<file path="config.mk">
export PLATFORM = sky130hd
export DESIGN_NAME = wsel_decoder
export DESIGN_NICKNAME = d
export VERILOG_FILES = /design/src/rtl/wsel_pkg.sv /design/src/rtl/wsel_decoder_onehot_dec.sv /design/src/rtl/wsel_decoder.sv
export SDC_FILE = /design/constraint.sdc
export NUM_CORES = 1
export LEC_CHECK = 0
export ABC_AREA = 1
export CAP_MARGIN = 20
export CORE_ASPECT_RATIO = 1.2
export CORE_UTILIZATION = 30
export CTS_BUF_LIST = sky130_fd_sc_hd__clkbuf_4 sky130_fd_sc_hd__clkbuf_8
export DETAILED_ROUTE_END_ITERATION = 12
export SLEW_MARGIN = 0
export SYNTH_ARGS = -nofsm -noshare
export SYNTH_HDL_FRONTEND = slang
export SYNTH_SLANG_ARGS = --single-unit
</file>
<file path="constraint.sdc">
create_clock -name clk -period 1.15 [get_ports clk]
set_clock_uncertainty 0.1 [all_clocks]
set_input_delay 0.23 -clock clk [delete_from_list [all_inputs] [get_ports clk]]
set_output_delay 0.23 -clock clk [all_outputs]
set_load 0.01 [all_outputs]
</file>
<file path="src/rtl/wsel_pkg.sv">
// Shared types and helpers for the register-file write-select generator.
// Supports address widths up to MAX_ADDR_W.
package wsel_pkg;

  localparam int MAX_ADDR_W = 8;
  localparam int MAX_NREG   = 1 << MAX_ADDR_W;

  typedef enum logic [1:0] {
    IDLE  = 2'd0,
    SWEEP = 2'd1,
    DONE  = 2'd2
  } wsel_state_e;

  function automatic logic [MAX_NREG-1:0] onehot(input logic [MAX_ADDR_W-1:0] addr);
    onehot       = '0;
    onehot[addr] = 1'b1;
  endfunction

endpackage

</file>
<file path="src/rtl/wsel_decoder_onehot_dec.sv">
// Combinational ADDR_W-to-NREG one-hot decoder with enable; all-zero when disabled.
module onehot_dec
  import wsel_pkg::*;
#(
  parameter  int ADDR_W = 4,
  localparam int NREG   = 1 << ADDR_W
) (
  input  logic [ADDR_W-1:0] addr_i,
  input  logic              en_i,
  output logic [NREG-1:0]   onehot_o
);

  logic [MAX_NREG-1:0] full;

  assign full     = onehot(MAX_ADDR_W'(addr_i));
  assign onehot_o = en_i ? full[NREG-1:0] : '0;

  if (NREG < MAX_NREG) begin : g_hi
    logic unused_hi;
    assign unused_hi = ^full[MAX_NREG-1:NREG];
  end

endmodule

</file>
<file path="src/rtl/wsel_decoder.sv">
// Registered one-hot write-select generator with a clear-sweep sequencer.
// Optional: WSEL_R0_PROTECT_EN makes register 0 read-only in normal mode.
//
// state | meaning
// IDLE  | normal decode of we/waddr
// SWEEP | walking one-hot enable across all registers
// DONE  | one-cycle end-of-sweep marker, busy still high
module wsel_decoder
  import wsel_pkg::*;
#(
  parameter  int ADDR_W = 4,
  localparam int NREG   = 1 << ADDR_W
) (
  input  logic              clk,
  input  logic              rst,
  input  logic              we,
  input  logic [ADDR_W-1:0] waddr,
  input  logic              clr_start,
  output logic [NREG-1:0]   sel,
  output logic              busy,
  output logic              done,
  output logic              drop
);

  wsel_state_e       state_q, state_d;
  logic [ADDR_W-1:0] cnt_q, cnt_d;
  logic [NREG-1:0]   sel_q, sel_d;
  logic              busy_q, busy_d;
  logic              done_q, done_d;
  logic              drop_q, drop_d;

  logic [ADDR_W-1:0] dec_addr;
  logic              dec_en;
  logic [NREG-1:0]   dec_sel;
  logic              r0_hit;
  logic              last;

`ifdef WSEL_R0_PROTECT_EN
  assign r0_hit = (waddr == '0);
`else
  assign r0_hit = 1'b0;
`endif

  // Terminal check is on the emitted select, not on cnt, which wraps.
  assign last = sel_q[NREG-1];

  onehot_dec #(.ADDR_W(ADDR_W)) u_dec (
    .addr_i   (dec_addr),
    .en_i     (dec_en),
    .onehot_o (dec_sel)
  );

  always_ff @(posedge clk or posedge rst) begin
    if (rst) state_q <= IDLE;
    else     state_q <= state_d;
  end

  always_comb begin
    state_d = state_q;
    case (state_q)
      IDLE:    if (clr_start) state_d = SWEEP;
      SWEEP:   if (last) state_d = DONE;
      DONE:    state_d = IDLE;
      default: state_d = IDLE;
    endcase
  end

  always_comb begin
    cnt_d    = cnt_q;
    dec_addr = cnt_q;
    dec_en   = 1'b0;
    drop_d   = we;
    case (state_q)
      IDLE: begin
        if (clr_start) begin
          dec_addr = '0;
          dec_en   = 1'b1;
          cnt_d    = ADDR_W'(1);
        end else begin
          dec_addr = waddr;
          dec_en   = we & ~r0_hit;
          drop_d   = we & r0_hit;
        end
      end
      SWEEP: begin
        dec_en = ~last;
        cnt_d  = last ? '0 : cnt_q + ADDR_W'(1);
      end
      default: ;
    endcase
    sel_d  = dec_sel;
    busy_d = (state_d != IDLE);
    done_d = (state_d == DONE);
  end

  always_ff @(posedge clk or posedge rst) begin
    if (rst) begin
      cnt_q  <= '0;
      sel_q  <= '0;
      busy_q <= 1'b0;
      done_q <= 1'b0;
      drop_q <= 1'b0;
    end else begin
      cnt_q  <= cnt_d;
      sel_q  <= sel_d;
      busy_q <= busy_d;
      done_q <= done_d;
      drop_q <= drop_d;
    end
  end

  assign sel  = sel_q;
  assign busy = busy_q;
  assign done = done_q;
  assign drop = drop_q;

endmodule

</file>
# Word-level counts from Yosys, hierarchy flattened
# Index checks and enable logic that the tools add are counted.
[totals] register_bits=25 inputBits=8 output_inout_bits=19 word_cells=33
[classes] n_addsub=1 magnitude_cmp=2 n_eq_ne=3 mux=15 bitwise=1 reduce_logical=5
[ops] operator="16-bit two-way mux" n=1
[ops] operator="4-bit two-way mux" n=4
[ops] operator="4-bit by 9-bit < comparator with 1-bit output, second input constant" n=1
[ops] operator="4-bit case mux with 2 select lines" n=1
[ops] operator="4-bit by 1-bit adder with 4-bit output, second input constant" n=1
[ops] operator="1-bit demux with 4-bit select" n=1
[ops] operator="4-bit by 1-bit >= comparator with 1-bit output, second input constant" n=1
[ops] operator="1-bit two-way mux" n=4
[ops] operator="2-bit two-way mux" n=2
[ops] operator="2-bit case mux with 2 select lines" n=1
[ops] operator="2-bit nonzero test" n=2
[ops] operator="2-bit by 1-bit equality test with 1-bit output, second input constant" n=1
[ops] operator="2-bit equality test, second input constant" n=1
[ops] operator="2-bit logical NOT" n=1
[ops] operator="2-bit inequality test, second input constant" n=1
[ops] operator="1-bit case mux with 2 select lines" n=1
[ops] operator="2-bit AND reduction" n=1
[ops] operator="1-bit logical AND" n=1
[ops] operator="1-bit NOT" n=1

# Longest topological paths before layout
[depth] depth_word=7 ltp_mapped=6 depth_no_buf=6

# Modules after synthesis
# From an unflattened synthesis, not the netlist that was laid out.
[unflattened] cells_unflattened=107 hier_area_um2=989.7
[modules_own_cells] module="wsel_decoder" instances=1 cells_each=74 area_each_um2=849.6 seq_area_each_um2=625.6
[modules_own_cells] module="onehot_dec" instances=1 cells_each=33 area_each_um2=140.1 seq_area_each_um2=0.0

# Least setup slack after synthesis
# Ideal clock, no wire load.
[synth_timing] path_type="flip-flop to flip-flop" start="register cnt_q[0]" end="register cnt_q[2]" setup_ns=0.132 arrival_ns=0.993 required_time_ns=0.918 slack_ns=-0.075 path_stages_with_launch=5 n_path_buf=0 period_less_slack_ns=1.225 cell_sequence="dfrtp_1 -> ha_1 -> or2_2 -> nand4_1 -> o21ai_0"
[synth_between] elab_chain_cells=3
[synth_rtl] item="start, declared" line_no="wsel_decoder.sv:26" source="logic [ADDR_W-1:0] cnt_q, cnt_d;"
[synth_rtl] item="start signal, assigned" line_no="wsel_decoder.sv:104" source="cnt_q <= cnt_d;"
[synth_rtl] item="4-bit by 1-bit adder with 4-bit output" line_no="wsel_decoder.sv:87" source="cnt_d = last ? '0 : cnt_q + ADDR_W'(1);"
[synth_rtl] item="4-bit two-way mux" line_no="wsel_decoder.sv:87"
[synth_rtl] item="4-bit case mux with 2 select lines" line_no="wsel_decoder.sv:73" source="case (state_q)"
# No other way between the ends.
# A chain may end at the register's enable or synchronous reset.

# Final worst setup path
[layout_timing] start="register state_q[1]" end="register sel_q[15], in the netlist sel[15]"
[layout_between] elab_chain_cells=7 word_cells_on_any_way=10 cone_classes="order compare (2); eq/ne (1); mux (5); reduce/logical (2)"
[layout_rtl] item="start, declared" line_no="wsel_decoder.sv:25" source="wsel_state_e state_q, state_d;"
[layout_rtl] item="start signal, assigned" line_no="wsel_decoder.sv:55" source="else state_q <= state_d;"
[layout_rtl] item="2-bit logical NOT" line_no="wsel_decoder.sv:73"
[layout_rtl] item="4-bit two-way mux" line_no="wsel_decoder.sv:73"
[layout_rtl] item="4-bit by 9-bit < comparator with 1-bit output (implied by the code) or 4-bit by 1-bit >= comparator with 1-bit output (tied branches)" line_no="wsel_pkg.sv:16" source="onehot[addr] = 1'b1;"
[layout_rtl] item="1-bit logical AND (implied by the code)" line_no="wsel_pkg.sv:16"
[layout_rtl] item="1-bit two-way mux (implied by the code)" line_no="wsel_pkg.sv:16"
[layout_rtl] item="1-bit demux with 4-bit select"
[layout_rtl] item="16-bit two-way mux (*)" line_no="wsel_decoder_onehot_dec.sv:16" source="assign onehot_o = en_i ? full[NREG-1:0] : '0;"
[layout_rtl] item="named net dec_sel[15]" line_no="wsel_decoder.sv:34" source="logic [NREG-1:0] dec_sel;"
[layout_rtl] item="end signal, assigned" line_no="wsel_decoder.sv:105" source="sel_q <= sel_d;"
[layout_rtl] item="end, declared" line_no="wsel_decoder.sv:27" source="logic [NREG-1:0] sel_q, sel_d;"
# The timed path passes the listed nets; every way through them passes the cells marked *.

==> run_results.csv <==
group,metric,value,unit
critical_path,cp-end-kind,"flop",
logic_synthesis,yosysUniqueCellTypes,17,
finish,syn2layout_area_growth,56.2,%
detailed_routing,wl_per_cell,12.4,um
timing,min_period,1300,ps
finish,stdcell_area,0.00165,mm^2
detailed_routing,wl_met1,979,um
finish,most-common-layout-cells,"23 x dfrtp_1, 21 x nand2_1, 19 x buf_2, 12 x nor2_1, 12 x nand2_2",
timing,rsz0062_at_grt,"true",
finish,layout_commonest_cell,"dfrtp_1",
logic_synthesis,synth_top_area_cell,"dfrtp_1",
finish,antennaDiodeCount,0,
grt,antenna_found_initial,0,
placement,place_inst,191,
die,num_rows,23,
die,ios,27,
clock_tree,clkTransAtPathRegs,80,ps
clock_tree,cts_buffers,3,
critical_path,reg2reg_from,"state_q[1]",
critical_path,cp_max_fo,5,
die,dieHeight,67.0,um
critical_path,crit_path_top_delay_cell,"dfrtp_2",
critical_path,crit_type,"reg2reg",
die,start_util,31.6,%
timing,maxSlewHeadroom,81.7,%
clock_tree,cts.sinks,25,
timing,setup_viol,21,
clock_tree,clock_path_buffers,2,
timing,hold_viol,0,
logic_synthesis,synth_edf_count,0,
status,status,"finished with violations",
critical_path,path_buf_inv,0,
pwr,p_total,4.18,mW
critical_path,critPathMaxStageDelay,490,ps
die,coreArea,0.00334,mm^2
grt,grt_remaining_overflow,0,
critical_path,cp_num_cells,5,
detailed_routing,antenna_left,0,
logic_synthesis,synth-seq-cells,25,
min_path,hold_path.class,"in2async",
logic_synthesis,synth-async-reset-ratio,100,%
logic_synthesis,ys_seq_area_share,59.2,%
clock_tree,insertion_delay,270,ps
finish,instances_no_fill,202,
die,die-area,0.00376,mm^2
run,cap_violations,0,
pwr,p_per_area,2540,mW/mm^2
logic_synthesis,postSynthCellCount,118,
detailed_routing,wl,2500,um
finish,nets,175,
clock_tree,cts-root-buf,"clkbuf_8",
clock_tree,ctsHoldBuffers,0,
detailed_routing,drt_iter0_drc,21,
critical_path,cp.arrival,1400,ps
logic_synthesis,syn_avg_cell_area,8.95,um^2
die,die_w,56.2,um
logic_synthesis,synth_top_area_share,59.2,%
clock_tree,ctsHtreeMaxLevel,1,
timing,slew_viol_final,0,
logic_synthesis,synthTopCellsByArea,"dfrtp_1 59%, nand2_1 12%, nor2_1 8.2%",
detailed_routing,vias,923,
placement,place.port_buffers,26,
placement,dp_hpwl,1730,um
logic_synthesis,ys_warn_count,0,
logic_synthesis,synth_area,0.00106,mm^2
detailed_routing,drc,0,
pwr,vdd_drop_max,0.00140,V
critical_path,worstReg2RegEnd,"sel[15]",
timing,worst_pin_slew,273,ps
critical_path,crit_family,"simple AND/OR/NAND/NOR gates",
grt,grt_max_degree,26,
timing,fin_setup_tns,-2350,ps
finish,fillers,323,
placement,place_ws,-447,ps
status,violations,"negative setup slack",
grt,grt_pass1_wl,4260,um
critical_path,required,1260,ps
critical_path,r2r_slack,-150,ps
timing,fmax,0.770,GHz
critical_path,critPathLaunchType,"flop",
finish,drive_above_1_share,52.7,%
placement,place_congestion,0.786,
placement,dpl_cell_area,0.00146,mm^2
timing,min_period_over_period,113,%
detailed_routing,wl_met3,116,um
grt,groute.usage.overall,14.7,%
timing,finalWorstSetupSlack,-149,ps
pwr,leakage,0.835,nW
detailed_routing,viasPerCell,4.57,
clock_tree,cts_tree,"built",
detailed_routing,drt_pass1_iterations,4,
detailed_routing,dr.max_layer_used,"met4",
logic_synthesis,synth_fp_nets,127,
critical_path,timing.critical_path.from,"state_q[1]",
critical_path,crit_path_end,"sel[15]",
detailed_routing,dr_wl_met2,1360,um
critical_path,path_cells,"nor2_4 -> nand2_2 -> nand2_4 -> nand3_4 -> nor2_1",
critical_path,reg2reg_depth,5,
logic_synthesis,synth_ff_type,"dfrtp_1",
grt,grt_pass1_vias,972,
-- registers in the layout (all words and copies together), names as in the netlist --
| signal | count |
|---|---|
| sel | 16 |
| cnt_q | 4 |
| state_q | 2 |
| busy | 1 |
| done | 1 |
| drop | 1 |
-- metrics by stage --
stage	hold slack, ps	utilization (%)
6_report	177	49.4
5_1_grt	195	49.4
4_1_cts	189	47.3
3_3_place_gp	447	43.6
2_1_floorplan	157	-
3_5_place_dp	455	43.6
-- timing repair --
item	in CTS	in global routing
gates resized for setup	112	19
endpoints found under the setup margin	39	22
gates cloned	1	0
pin swaps	13	15
setup buffers	5	1
-- worst min path at each step --
stage	endpoint	startpoint	cells past startpoint
final	state_q[0]	rst	3
after global routing	cnt_q[0]	rst	3
after CTS	state_q[0]	rst	3
after detailed placement	cnt_q[3]	cnt_q[3]	2
after global placement	cnt_q[3]	cnt_q[3]	2
after floorplan	busy	rst	1
-- cells in the mapped netlist (2+ instances only) --
| cell | instances |
|---|---|
| nor3_1 | 2 |
| nor2_1 | 23 |
| nand2_1 | 34 |
| inv_1 | 10 |
| inv_2 | 2 |
| dfrtp_1 | 25 |
| a21oi_1 | 2 |
| o21ai_0 | 4 |
| nand3_2 | 4 |
| o21ai_2 | 2 |
| nand3_1 | 4 |
-- worst register-to-register path, stage by stage, from the launching register on --
cell and delay (ps):
dfrtp_2 490, nor2_4 210, nand2_2 100, nand2_4 130
nand3_4 100, nor2_1 110
-- cells by family after synthesis --
logic type,synth area share [%]
flip-flops,59.2
AND/OR/NAND/NOR,30.8
adder cells (fa/ha/maj),1.18
AO/OA/AOI/OAI,4.50
buffers and inverters,4.27
-- layer usage --
layer  vias to the layer above  track usage (%)
li1                        463                -
met1                       431             15.2
met2                        24             28.9
met3                         5             1.94
met4                         0             7.62
met5                         -                0
-- report_power, final --
part | leakage, nW | switching (mW) | internal [mW]
clock network | 0.0262 | 0.272 | 0.272
logic | 0.482 | 1.38 | 0.997
registers | 0.327 | 0.153 | 1.11
-- layout make-up --
type | instances | area (um^2) | area share [%]
Clock buffer | 4 | 48.8 | 2.96
Inverter | 12 | 47.5 | 2.88
Multi-Input combinational cell | 82 | 567 | 34.4
Sequential cell | 25 | 628 | 38.1
Tap cell | 37 | 46.3 | 2.81
Timing Repair Buffer | 42 | 312 | 18.9
(Power assumes the default switching activity.)
